===== src/rtl/csr_access_sequencer_if.sv =====
// csr_access_sequencer_if
// Groups the signals between the CSR access sequencer and the blocks around it:
// the pipeline request/response channel, the trap-unit write channel and the
// CSR file strobe bus.
// Modport "slave" is the sequencer's own view. It accepts pipeline and trap
// requests and drives the CSR file and the response.
// Modport "master" is the surrounding environment's view. That is the pipeline,
// the trap unit and the CSR file together.

interface csr_access_sequencer_if #(
  parameter int XLEN = 32
);

  // Pipeline request channel
  logic            req_valid;
  logic            req_ready;
  logic [1:0]      req_op;
  logic            req_imm;
  logic [11:0]     req_addr;
  logic [XLEN-1:0] req_rs1_value;
  logic [4:0]      req_zimm;
  logic            req_rd_zero;

  // Trap-unit write channel
  logic            trap_valid;
  logic            trap_ready;
  logic [11:0]     trap_addr;
  logic [XLEN-1:0] trap_wdata;

  // CSR file strobe bus
  logic [11:0]     csr_addr;
  logic            csr_rd_en;
  logic [XLEN-1:0] csr_rdata;
  logic            csr_illegal;
  logic            csr_wr_en;
  logic [XLEN-1:0] csr_wdata;

  // Pipeline response channel
  logic            rsp_valid;
  logic            rsp_ready;
  logic [XLEN-1:0] rsp_rdata;
  logic            rsp_illegal;

  modport slave (
    input  req_valid, req_op, req_imm, req_addr, req_rs1_value, req_zimm, req_rd_zero,
    output req_ready,
    input  trap_valid, trap_addr, trap_wdata,
    output trap_ready,
    output csr_addr, csr_rd_en, csr_wr_en, csr_wdata,
    input  csr_rdata, csr_illegal,
    output rsp_valid, rsp_rdata, rsp_illegal,
    input  rsp_ready
  );

  modport master (
    output req_valid, req_op, req_imm, req_addr, req_rs1_value, req_zimm, req_rd_zero,
    input  req_ready,
    output trap_valid, trap_addr, trap_wdata,
    input  trap_ready,
    input  csr_addr, csr_rd_en, csr_wr_en, csr_wdata,
    output csr_rdata, csr_illegal,
    input  rsp_valid, rsp_rdata, rsp_illegal,
    output rsp_ready
  );

endinterface


===== src/rtl/csr_access_sequencer.sv =====
// csr_access_sequencer
// This block is the only master of the CSR file's read and write strobes.
// It serves two clients: the instruction pipeline and the trap unit.
// Pipeline requests (CSRRW/CSRRS/CSRRC in register and immediate forms) run
// as a fixed sequence: READ, then WRITE, then RESP.
// Trap-unit requests are single-cycle writes.
// The architectural write-suppression rules are applied in the WRITE phase.
// The pipeline gets back the old CSR value, or an illegal-instruction flag.
//
// Optional feature macro: CSR_RO_CHECK_EN
//   When defined, addresses with addr[11:10] == 2'b11 are read-only here.
//   Any access to them that would write is turned into an illegal
//   instruction, and the write is suppressed.
//   When undefined, read-only enforcement is left to csr_illegal from the
//   CSR file.

module csr_access_sequencer #(
  parameter int XLEN = 32
) (
  input logic                 clock,
  input logic                 reset_n,
  csr_access_sequencer_if.slave bus
);

  localparam logic [1:0] OP_ILL = 2'b00;
  localparam logic [1:0] OP_RW  = 2'b01;
  localparam logic [1:0] OP_RS  = 2'b10;
  localparam logic [1:0] OP_RC  = 2'b11;

  typedef enum logic [2:0] {
    IDLE  = 3'd0,
    READ  = 3'd1,
    WRITE = 3'd2,
    RESP  = 3'd3,
    TRAP  = 3'd4
  } state_t;

  state_t          state_q, state_d;

  // Request fields captured at handshake; the pipeline may change them afterwards
  logic [1:0]      op_q, op_d;
  logic            imm_q, imm_d;
  logic [11:0]     addr_q, addr_d;
  logic [XLEN-1:0] rs1_q, rs1_d;
  logic [4:0]      zimm_q, zimm_d;
  logic            rd_zero_q, rd_zero_d;

  // Trap write captured at handshake
  logic [11:0]     trap_addr_q, trap_addr_d;
  logic [XLEN-1:0] trap_wdata_q, trap_wdata_d;

  // Old CSR value and accumulated illegal flag for the access in flight
  logic [XLEN-1:0] old_q, old_d;
  logic            ill_q, ill_d;

  // Derived operand and write-decision terms
  logic [XLEN-1:0] src;
  logic [XLEN-1:0] new_value;
  logic            rd_suppress;
  logic            would_write;
  logic            ro_violation;
  logic            write_allowed;

  // Bus outputs, decoded from state
  logic            req_ready;
  logic            trap_ready;
  logic [11:0]     csr_addr;
  logic            csr_rd_en;
  logic            csr_wr_en;
  logic [XLEN-1:0] csr_wdata;
  logic            rsp_valid;
  logic [XLEN-1:0] rsp_rdata;
  logic            rsp_illegal;

  // Operand selection and the read/write suppression decisions for the captured request
  always_comb begin
    src           = '0;
    new_value     = '0;
    rd_suppress   = 1'b0;
    would_write   = 1'b0;
    ro_violation  = 1'b0;
    write_allowed = 1'b0;

    // Immediate form zero-extends the 5-bit zimm field
    src = imm_q ? {{(XLEN-5){1'b0}}, zimm_q} : rs1_q;

    // CSRRW with rd == x0 must not read, so that read side effects are avoided
    rd_suppress = (op_q == OP_RW) && rd_zero_q;

    // RS/RC only write when the source field is nonzero.
    // For the register form, this tests the rs1 index, not the rs1 value.
    would_write = (op_q == OP_RW) || (zimm_q != 5'd0);

    case (op_q)
      OP_RW:   new_value = src;
      OP_RS:   new_value = old_q | src;
      OP_RC:   new_value = old_q & ~src;
      default: new_value = '0;
    endcase

`ifdef CSR_RO_CHECK_EN
    ro_violation = would_write && (addr_q[11:10] == 2'b11);
`else
    ro_violation = 1'b0;
`endif

    write_allowed = !ill_q && would_write && !ro_violation;
  end

  // Next-state, field capture and bus-output decode for the access sequence
  always_comb begin
    state_d      = state_q;
    op_d         = op_q;
    imm_d        = imm_q;
    addr_d       = addr_q;
    rs1_d        = rs1_q;
    zimm_d       = zimm_q;
    rd_zero_d    = rd_zero_q;
    trap_addr_d  = trap_addr_q;
    trap_wdata_d = trap_wdata_q;
    old_d        = old_q;
    ill_d        = ill_q;

    req_ready    = 1'b0;
    trap_ready   = 1'b0;
    csr_addr     = '0;
    csr_rd_en    = 1'b0;
    csr_wr_en    = 1'b0;
    csr_wdata    = '0;
    rsp_valid    = 1'b0;
    rsp_rdata    = '0;
    rsp_illegal  = 1'b0;

    case (state_q)
      IDLE: begin
        // The trap unit wins a simultaneous request; the pipeline is held off that cycle
        trap_ready = 1'b1;
        req_ready  = !bus.trap_valid;
        if (bus.trap_valid) begin
          trap_addr_d  = bus.trap_addr;
          trap_wdata_d = bus.trap_wdata;
          state_d      = TRAP;
        end else if (bus.req_valid) begin
          op_d      = bus.req_op;
          imm_d     = bus.req_imm;
          addr_d    = bus.req_addr;
          rs1_d     = bus.req_rs1_value;
          zimm_d    = bus.req_zimm;
          rd_zero_d = bus.req_rd_zero;
          old_d     = '0;
          ill_d     = 1'b0;
          state_d   = READ;
        end
      end

      READ: begin
        csr_addr  = addr_q;
        csr_rd_en = !rd_suppress;
        old_d     = rd_suppress ? '0 : bus.csr_rdata;
        ill_d     = bus.csr_illegal | (op_q == OP_ILL);
        state_d   = WRITE;
      end

      WRITE: begin
        csr_addr = addr_q;
        if (write_allowed) begin
          csr_wr_en = 1'b1;
          csr_wdata = new_value;
        end
        ill_d   = ill_q | bus.csr_illegal | ro_violation;
        state_d = RESP;
      end

      RESP: begin
        rsp_valid   = 1'b1;
        rsp_rdata   = ill_q ? '0 : old_q;
        rsp_illegal = ill_q;
        if (bus.rsp_ready) begin
          state_d = IDLE;
        end
      end

      TRAP: begin
        // Trap writes are unconditional; any rejection by the CSR file is not reported back
        csr_addr  = trap_addr_q;
        csr_wr_en = 1'b1;
        csr_wdata = trap_wdata_q;
        state_d   = IDLE;
      end

      default: begin
        state_d = IDLE;
      end
    endcase
  end

  // State and captured-field registers; reset discards any access in flight
  always_ff @(posedge clock or negedge reset_n) begin
    if (!reset_n) begin
      state_q      <= IDLE;
      op_q         <= 2'b00;
      imm_q        <= 1'b0;
      addr_q       <= '0;
      rs1_q        <= '0;
      zimm_q       <= '0;
      rd_zero_q    <= 1'b0;
      trap_addr_q  <= '0;
      trap_wdata_q <= '0;
      old_q        <= '0;
      ill_q        <= 1'b0;
    end else begin
      state_q      <= state_d;
      op_q         <= op_d;
      imm_q        <= imm_d;
      addr_q       <= addr_d;
      rs1_q        <= rs1_d;
      zimm_q       <= zimm_d;
      rd_zero_q    <= rd_zero_d;
      trap_addr_q  <= trap_addr_d;
      trap_wdata_q <= trap_wdata_d;
      old_q        <= old_d;
      ill_q        <= ill_d;
    end
  end

  assign bus.req_ready   = req_ready;
  assign bus.trap_ready  = trap_ready;
  assign bus.csr_addr    = csr_addr;
  assign bus.csr_rd_en   = csr_rd_en;
  assign bus.csr_wr_en   = csr_wr_en;
  assign bus.csr_wdata   = csr_wdata;
  assign bus.rsp_valid   = rsp_valid;
  assign bus.rsp_rdata   = rsp_rdata;
  assign bus.rsp_illegal = rsp_illegal;

endmodule


===== src/flat_wrapper.sv =====
// flat-port wrapper written by rule: the top's interface ports become plain ports
module csr_access_sequencer_flat 
#(
  parameter int XLEN = 32
)
  (clock, reset_n, bus_req_valid, bus_req_op, bus_req_imm, bus_req_addr, bus_req_rs1_value, bus_req_zimm, bus_req_rd_zero, bus_req_ready, bus_trap_valid, bus_trap_addr, bus_trap_wdata, bus_trap_ready, bus_csr_addr, bus_csr_rd_en, bus_csr_wr_en, bus_csr_wdata, bus_csr_rdata, bus_csr_illegal, bus_rsp_valid, bus_rsp_rdata, bus_rsp_illegal, bus_rsp_ready);
  csr_access_sequencer_if #(.XLEN(XLEN)) bus_i ();
  input logic clock;
  input logic reset_n;
  input wire logic [$bits(bus_i.req_valid)-1:0] bus_req_valid;
  input wire logic [$bits(bus_i.req_op)-1:0] bus_req_op;
  input wire logic [$bits(bus_i.req_imm)-1:0] bus_req_imm;
  input wire logic [$bits(bus_i.req_addr)-1:0] bus_req_addr;
  input wire logic [$bits(bus_i.req_rs1_value)-1:0] bus_req_rs1_value;
  input wire logic [$bits(bus_i.req_zimm)-1:0] bus_req_zimm;
  input wire logic [$bits(bus_i.req_rd_zero)-1:0] bus_req_rd_zero;
  output wire logic [$bits(bus_i.req_ready)-1:0] bus_req_ready;
  input wire logic [$bits(bus_i.trap_valid)-1:0] bus_trap_valid;
  input wire logic [$bits(bus_i.trap_addr)-1:0] bus_trap_addr;
  input wire logic [$bits(bus_i.trap_wdata)-1:0] bus_trap_wdata;
  output wire logic [$bits(bus_i.trap_ready)-1:0] bus_trap_ready;
  output wire logic [$bits(bus_i.csr_addr)-1:0] bus_csr_addr;
  output wire logic [$bits(bus_i.csr_rd_en)-1:0] bus_csr_rd_en;
  output wire logic [$bits(bus_i.csr_wr_en)-1:0] bus_csr_wr_en;
  output wire logic [$bits(bus_i.csr_wdata)-1:0] bus_csr_wdata;
  input wire logic [$bits(bus_i.csr_rdata)-1:0] bus_csr_rdata;
  input wire logic [$bits(bus_i.csr_illegal)-1:0] bus_csr_illegal;
  output wire logic [$bits(bus_i.rsp_valid)-1:0] bus_rsp_valid;
  output wire logic [$bits(bus_i.rsp_rdata)-1:0] bus_rsp_rdata;
  output wire logic [$bits(bus_i.rsp_illegal)-1:0] bus_rsp_illegal;
  input wire logic [$bits(bus_i.rsp_ready)-1:0] bus_rsp_ready;
  assign bus_i.req_valid = bus_req_valid;
  assign bus_i.req_op = bus_req_op;
  assign bus_i.req_imm = bus_req_imm;
  assign bus_i.req_addr = bus_req_addr;
  assign bus_i.req_rs1_value = bus_req_rs1_value;
  assign bus_i.req_zimm = bus_req_zimm;
  assign bus_i.req_rd_zero = bus_req_rd_zero;
  assign bus_req_ready = bus_i.req_ready;
  assign bus_i.trap_valid = bus_trap_valid;
  assign bus_i.trap_addr = bus_trap_addr;
  assign bus_i.trap_wdata = bus_trap_wdata;
  assign bus_trap_ready = bus_i.trap_ready;
  assign bus_csr_addr = bus_i.csr_addr;
  assign bus_csr_rd_en = bus_i.csr_rd_en;
  assign bus_csr_wr_en = bus_i.csr_wr_en;
  assign bus_csr_wdata = bus_i.csr_wdata;
  assign bus_i.csr_rdata = bus_csr_rdata;
  assign bus_i.csr_illegal = bus_csr_illegal;
  assign bus_rsp_valid = bus_i.rsp_valid;
  assign bus_rsp_rdata = bus_i.rsp_rdata;
  assign bus_rsp_illegal = bus_i.rsp_illegal;
  assign bus_i.rsp_ready = bus_rsp_ready;
  csr_access_sequencer #(.XLEN(XLEN)) u_core (.clock(clock), .reset_n(reset_n), .bus(bus_i));
endmodule

===== config.mk =====
export PLATFORM = sky130hd
export DESIGN_NAME = csr_access_sequencer_flat
export DESIGN_NICKNAME = d
export VERILOG_FILES = /design/src/rtl/csr_access_sequencer_if.sv /design/src/rtl/csr_access_sequencer.sv /design/src/flat_wrapper.sv
export SDC_FILE = /design/constraint.sdc
export NUM_CORES = 1
export LEC_CHECK = 0
export ABC_AREA = 1
export BUFFER_PORTS_ARGS = -buffer_cell sky130_fd_sc_hd__buf_2
export CELL_PAD_IN_SITES_DETAIL_PLACEMENT = 0
export CELL_PAD_IN_SITES_GLOBAL_PLACEMENT = 1
export CORE_ASPECT_RATIO = 0.75
export CORE_MARGIN = 2
export CORE_UTILIZATION = 32
export DETAILED_ROUTE_END_ITERATION = 10
export PLACE_DENSITY_LB_ADDON = 0.1
export SLEW_MARGIN = 20
export SYNTH_ARGS = -nofsm -noshare
export SYNTH_HDL_FRONTEND = slang
export SYNTH_SLANG_ARGS = --single-unit

===== constraint.sdc =====
create_clock -name clock -period 1.3 [get_ports clock]
set_input_delay 0.195 -clock clock [delete_from_list [all_inputs] [get_ports clock]]
set_output_delay 0.195 -clock clock [all_outputs]
set_load 0.05 [all_outputs]

# ---- Word level (Yosys, flattened, before mapping)
# Index checks and enable logic that the tools add are counted.
dict set report word_totals {
  reg_bits 133
  input_bits 135
  output_inout_bits 82
  word_cells 70
}
dict set report op_classes {
  n_eq_ne 11
  muxes 25
  bitwise 6
  n_reduce_logical 17
}
# operator n
set op_table {}
lappend op_table {{32-bit two-way mux} 7}
lappend op_table {{32-bit one-hot mux with 2 select lines} 2}
lappend op_table {{32-bit one-hot mux with 3 select lines} 1}
lappend op_table {{32-bit AND} 1}
lappend op_table {{32-bit NOT} 1}
lappend op_table {{32-bit OR} 1}
lappend op_table {{12-bit one-hot mux with 2 select lines} 1}
lappend op_table {{3-bit one-hot mux with 4 select lines} 1}
lappend op_table {{3-bit two-way mux} 3}
lappend op_table {{3-bit AND reduction} 3}
lappend op_table {{1-bit two-way mux} 8}
lappend op_table {{3-bit by 2-bit == test with 1-bit output, second input constant} 2}
lappend op_table {{2-bit != test, second input constant} 3}
lappend op_table {{5-bit nonzero test} 1}
lappend op_table {{2-bit == test, second input constant} 2}
lappend op_table {{2-bit AND reduction} 2}
lappend op_table {{3-bit by 1-bit == test with 1-bit output, second input constant} 1}
lappend op_table {{3-bit == test, second input constant} 1}
lappend op_table {{1-bit zero test} 3}
lappend op_table {{3-bit zero test} 1}
lappend op_table {{3-bit != test, second input constant} 1}
lappend op_table {{1-bit one-hot mux with 3 select lines} 1}
lappend op_table {{3-bit nonzero test} 1}
lappend op_table {{2-bit by 1-bit == test with 1-bit output, second input constant} 1}
lappend op_table {{8 further kinds} 10}

# ---- Depth between registers and ports, before layout
# Gate-level depths: netlist of run 1.
dict set report logic_depth {
  word_depth 6
  mapped_depth 8
  depth_no_buf 7
}

# ---- Worst setup path before layout of run 1
# No wires, ideal clock.
dict set report synth_timing {
  path_kind {register to output}
  from {register u_core.state_q[1]}
  to {output bus_rsp_rdata[10]}
  arrival_time_ps 2046
  t_required_ps 1105
  setup_slack_ps -941
  path_stages_with_launch 6
  n_path_buf 1
  path_cell_list {dfrtp_1 inv_1 nor3_4 nand2_1 buf_2 nor2_1}
}
dict set report synth_via {
  elab_chain_len 2
}
# item line_no
set synth_lines {}
lappend synth_lines {{start, declared} csr_access_sequencer.sv:38} ;# state_t state_q, state_d;
lappend synth_lines {{start signal, assigned} csr_access_sequencer.sv:212} ;# state_q <= state_d;
lappend synth_lines {{3-bit by 2-bit == test with 1-bit output} csr_access_sequencer.sv:134} ;# case (state_q)
lappend synth_lines {{32-bit two-way mux} csr_access_sequencer.sv:134}
lappend synth_lines {{end, declared} flat_wrapper.sv:29} ;# output wire logic [$bits(bus_i.rsp_rdata)-1:0] bus_rsp_rdata;
# Every way passes these cells.

# ---- Worst setup path in the final report of run 1
dict set report layout_timing {
  from {register u_core.op_q[1]}
  to {output bus_csr_wdata[25]}
}
dict set report layout_via {
  elab_chain_len 5
  word_cells_on_any_way 8
  cone_classes {3 x eq/ne; 3 x mux; 2 x reduce/logical}
}
# item line_no
set layout_lines {}
lappend layout_lines {{start, declared} csr_access_sequencer.sv:41} ;# logic [1:0] op_q, op_d;
lappend layout_lines {{start signal, assigned} csr_access_sequencer.sv:213} ;# op_q <= op_d;
lappend layout_lines {{parallel branches: the longest is 3 deep, another holds 32-bit one-hot mux with 3 select lines} --}
lappend layout_lines {{32-bit two-way mux (*)} csr_access_sequencer.sv:166} ;# if (write_allowed) begin
lappend layout_lines {{32-bit one-hot mux with 2 select lines (*)} csr_access_sequencer.sv:134}
lappend layout_lines {{end, declared} flat_wrapper.sv:25} ;# output wire logic [$bits(bus_i.csr_wdata)-1:0] bus_csr_wdata;
# Mark *: on every way between the ends.

==> flow_summary.json, run 1 <==
{
  "end_kind": "primary output",
  "post-route-util": 0.721,
  "violations": "setup timing",
  "wl_um": 29400,
  "min_period_ns": 2.10,
  "synth-main-ff-cell": "dfrtp_1",
  "grt_max_degree": 40,
  "gp_congestion": 0.832,
  "htreeDepth": 4,
  "ys_warn_count": 0,
  "dieArea_sq_um": 21700,
  "drc": 0,
  "syn_area_per_cell_sq_um": 7.44,
  "cts_buffers": 17,
  "die_y_um": 128,
  "p_leak_uw": 0.00697,
  "fmax_mhz": 475,
  "final_common_cell": "nand2_1",
  "ant_nets": 0,
  "final_nets": 1452,
  "gr-total-overflow": 0,
  "hold_ws_ns": 0.00539,
  "ir_worst_vdd_uv": 1110,
  "worstSetupPathType": "reg2out",
  "io_buffers": 216,
  "path_clk_slew_ns": 0.06,
  "critical_path.slowest_cell": "dfrtp_1",
  "ys_seq_area_frac": 0.507,
  "synth_nets": 1017,
  "pre_cts_slack_ns": -0.472,
  "routed-via-count": 7655,
  "wl_per_cell_um": 18.5,
  "hp-class": "in2reg",
  "coreArea_sq_um": 20200,
  "pin_count": 217,
  "skew_ns": 0.0100,
  "netlist_area_sq_um": 6560,
  "setup_viol": 214,
  "status": "finished, violations left",
  "yosys.area.top_type": "dfrtp_1",
  "synth.area.top_cells": "dfrtp_1 51%, nand2_1 24%, nand3_1 6.6%",
  "relSlewSlack": 0.704,
  "rsz0062_at_grt": "true",
  "initial_core_util": 0.326,
  "path_delay_family": "buffers and inverters",
  "ys_ff_latch": 133,
  "powerDensity_nw_per_um2": 2450,
  "hpwl_um": 17000,
  "cts_tree": "done",
  "post-route-period-util": 1.62,
  "ys_types": 24,
  "drv_cap": 0,
  "critPathMaxStageDelay_ns": 0.41,
  "fillers": 1450,
  "drtIter0Drc": 413,
  "cts-root-buf": "clkbuf_16",
  "row_count": 45,
  "synth_async_sr_flop_share": 1.00,
  "final_cell_mix": "186 x nand2_1, 133 x buf_2, 131 x dfrtp_1, 119 x nand2_2, 98 x dlygate4sd3_1",
  "cp_num_buf_inv": 4,
  "synth_edf_count": 0,
  "slew_violations": 0,
  "grt_pass1_vias": 7997,
  "cts_buffer_depth": 2,
  "area_growth_pct": 122,
  "arrival_ns": 1.91,
  "fin_ws_ns": -0.804,
  "startpoint_type": "flip-flop",
  "dieWidth_um": 169,
  "crit_chain": "inv_2 > nand2_2 > nand2_2 > nor2_4 > nor2_4 > buf_12 > buf_12 > nand2_4 > nand2_8 > buf_6",
  "grt_use_total": 0.272,
  "crit_required_ns": 1.11,
  "fin_total_pwr_uw": 35600,
  "hold_violations": 0,
  "worst_pin_slew_ns": 0.444,
  "dr.pass1.iters": 5,
  "grt_pass1_wl_um": 44100,
  "netlist_instances": 882,
  "synth_top_area_frac": 0.507,
  "drive_gt1_frac": 0.589,
  "cts_sinks": 133,
  "antenna_found_initial": 1,
  "vias_per_cell": 4.82,
  "clock_latency_ns": 0.44,
  "cp_max_fo": 5,
  "tns_ns": -120.08
}
state kept, by name, summed over array words and instances (netlist names):
signal	cells
u_core.op_q	2
u_core.imm_q	1
u_core.rd_zero_q	1
u_core.old_q	32
u_core.zimm_q	5
u_core.trap_wdata_q	32
u_core.rs1_q	32
u_core.ill_q	1
u_core.state_q	3
u_core.trap_addr_q	12
u_core.addr_q	12
worst paths after layout:
path / start / end / slack (ns) / cells after the start
setup / recovery: u_core.op_q[1] / bus_csr_wdata[25] / -0.80 / 10
hold / removal: bus_req_rs1_value[26] / u_core.rs1_q[26] / 0.005 / 3
setup reg to reg: u_core.state_q[0] / u_core.trap_wdata_q[12] / -0.61 / 15
hold reg to reg: u_core.trap_wdata_q[1] / u_core.trap_wdata_q[1] / 0.48 / 2
max in group asynchronous: reset_n / u_core.addr_q[3] / 0.48 / 3
min in group asynchronous: reset_n / u_core.old_q[15] / 0.25 / 2
power breakdown:
group	internal (uW)	switching (uW)	leakage, uW
Combinational	10300	12500	0.00503
Sequential	6040	1590	0.00166
Clock	3040	2030	0.000288
Total	19400	16200	0.00697
cell type report:
type                       instances  area [sq um]  share of cell area
inverter                          60           268              0.0184
antenna                            1          2.50            0.000172
clock inverter                    14           175              0.0120
sequential                       133          3330               0.229
multi-input combinational        641          5070               0.349
clock buffer                      18           429              0.0295
tap                              258           323              0.0222
timing repair buffer             464          4940               0.340
logic make-up after synthesis:
| family | after synthesis | synth area share |
|---|---|---|
| flip-flops | 133 | 0.507 |
| buffers and inverters | 108 | 0.0797 |
| AO/OA/AOI/OAI | 82 | 0.0701 |
| AND/OR/NAND/NOR | 559 | 0.343 |
layer usage:
metal	track usage	up-vias	routed length (um)
li1	-	3658	-
met1	0.365	3730	13200
met2	0.451	224	14300
met3	0.0469	43	1320
met4	0.0820	0	574
met5	0	-	0
cells in the mapped netlist (2+ instances only):
master and count:
nand2_1 412, dfrtp_1 133, nand3_1 87, o21ai_0 57, inv_1 53, nor2_1 50, buf_2 35, a22o_1 12
buf_6 8, a21oi_1 7, inv_2 6, o21ai_1 4, buf_4 3, clkbuf_1 2, nand2_2 2, nand4_1 2
nor2_2 2
worst min-delay path: stages:
cell and delay (ns):
buf_2 0.09, nand3_1 0.07, nand2_1 0.06
through the flow:
stage | cell area (sq um) | cells
after floorplan | 7680 | 882
after global placement | 9790 | 1400
after detailed placement | 9790 | 1400
after CTS | 13600 | 1584
after global routing | 14500 | 1589
final | 14500 | 1589
repair_timing:
action,4_1_cts,5_1_grt
pin swaps,51,52
hold buffers,98,0
hold endpoints to repair,128,0
cloned,20,5
resized for setup,406,298
setup endpoints to repair,214,215
buffers inserted,37,23
(Power assumes the default switching activity.)
==> run 2: changes to the inputs <==
- CORE_ASPECT_RATIO: 0.75 -> 0.9
==> run 2 against run 1 <==
The flow still finishes with violations (setup timing); wire length is 2.1% higher; die area barely moved; fmax shrank 0.54%; register-to-register slack got worse by 0.06 ns; sequential power fell by 3.0%; final cell count up 0.63%; clock skew is essentially flat; cell area fell by 1.5%; clock power grew 5.5%; largest cell class is now non-clock buffers.
==> flow_summary.json, run 2 (synthesis results as in run 1) <==
{
  "fin_area_sq_um": 14300,
  "hp-class": "in2reg",
  "htreeDepth": 4,
  "final_nets": 1463,
  "die_y_um": 140,
  "ir_worst_vdd_uv": 1280,
  "cts_tree": "done",
  "drive_gt1_frac": 0.523,
  "antenna_found_initial": 3,
  "status": "finished, violations left",
  "initial_core_util": 0.327,
  "fin_cells": 1599,
  "area_growth_pct": 118,
  "hold_violations": 0,
  "end_kind": "primary output",
  "drc": 0,
  "placed_cells": 1389,
  "hpwl_um": 16900,
  "powerDensity_nw_per_um2": 2500,
  "fin_ws_ns": -0.815,
  "dr.pass1.iters": 5,
  "p_leak_uw": 0.00684,
  "min_period_ns": 2.12,
  "routed-via-count": 7700,
  "gr-total-overflow": 0,
  "pre_cts_slack_ns": -0.480,
  "row_count": 49,
  "ant_nets": 0,
  "cp_max_fo": 8,
  "grt_use_total": 0.277,
  "drv_cap": 0,
  "path_clk_slew_ns": 0.06,
  "wl_um": 30000,
  "final_common_cell": "nand2_1",
  "coreArea_sq_um": 20000,
  "fin_total_pwr_uw": 35700,
  "relSlewSlack": 0.703,
  "startpoint_type": "flip-flop",
  "drtIter0Drc": 295,
  "vias_per_cell": 4.82,
  "slew_violations": 0,
  "cts_sinks": 133,
  "cts-root-buf": "clkbuf_16",
  "pin_count": 217,
  "dieWidth_um": 155,
  "final_cell_mix": "261 x nand2_1, 133 x buf_2, 132 x dfrtp_1, 94 x dlygate4sd3_1, 82 x nand2_2",
  "wl_per_cell_um": 18.8,
  "io_buffers": 216,
  "cts_buffers": 17,
  "worstSetupPathType": "reg2out",
  "placed_cell_area_sq_um": 9650,
  "grt_pass1_vias": 8117,
  "largestRegisters": "u_core.old_q (32), u_core.rs1_q (32), u_core.trap_wdata_q (32)",
  "gp_congestion": 0.792,
  "post-route-util": 0.714,
  "dieArea_sq_um": 21700,
  "rsz0062_at_grt": "true",
  "clock_latency_ns": 0.43,
  "grt_max_degree": 38,
  "arrival_ns": 1.92,
  "setup_viol": 215,
  "crit_required_ns": 1.11,
  "skew_ns": 0.0105,
  "violations": "setup timing",
  "fmax_mhz": 473,
  "post-route-period-util": 1.63,
  "worst_pin_slew_ns": 0.445,
  "grt_pass1_wl_um": 45500,
  "cts_buffer_depth": 2
}
-- run 2: where the power goes --
| part | switching, uW | leakage (uW) | internal [uW] | total (uW) |
|---|---|---|---|---|
| registers | 1360 | 0.00166 | 6040 | 7400 |
| clock network | 2040 | 0.000305 | 3300 | 5340 |
| logic | 12500 | 0.00488 | 10500 | 23000 |
-- run 2: repair_timing --
| action | in CTS | in global routing |
|---|---|---|
| endpoints found under the hold margin | 226 | 0 |
| buffers inserted | 50 | 20 |
| pin swaps | 33 | 77 |
| setup endpoints to repair | 214 | 215 |
| gates cloned | 26 | 5 |
| hold buffers | 94 | 0 |
| resized for setup | 373 | 200 |
-- run 2: area by class of cell --
type	instances	area, sq um
diodes	3	7.51
clock buffers	19	443
clock inverters	13	196
fillers	1422	5730
inverters	60	258
multi-input cells	641	4670
flip-flops and latches	133	3330
well taps	255	319
repair buffers	475	5100
-- run 2: path summary, 6_finish.rpt --
check	from	end	slack, ns	depth (start not counted)
hold reg to reg	u_core.rs1_q[22]	u_core.rs1_q[22]	0.47	2
max in group asynchronous	reset_n	u_core.addr_q[7]	0.57	3
hold / removal	bus_req_rs1_value[7]	u_core.rs1_q[7]	0.004	3
min in group asynchronous	reset_n	u_core.trap_wdata_q[9]	0.20	2
setup reg to reg	u_core.state_q[1]	u_core.zimm_q[1]	-0.67	14
setup / recovery	u_core.state_q[2]	bus_csr_wdata[10]	-0.82	8
-- run 2: worst max-delay path, cell delays in order, from the launching register on --
cell	delay, ns
dfrtp_2	0.42
inv_2	0.06
nand4_1	0.19
nor2_4	0.17
buf_6	0.15
buf_12	0.19
nand2_4	0.09
nand2_8	0.07
buf_6	0.15
-- run 2: through the flow --
step / TNS [ns] / hold slack, ns
2_1_floorplan: -30.60 / -0.101
3_3_place_gp: -61.77 / 0.0796
5_1_grt: -141.29 / 0.00353
6_report: -129.25 / 0.00429
4_1_cts: -118.63 / 0.0000315
3_5_place_dp: -61.46 / 0.0749
-- run 2: per-layer routing --
layer / track usage / vias to the layer above / routed length (um)
met4: 0.0833 / 0 / 751
li1: - / 3695 / -
met3: 0.0557 / 48 / 1270
met1: 0.367 / 3720 / 13300
met2: 0.457 / 237 / 14700
met5: 0 / - / 0
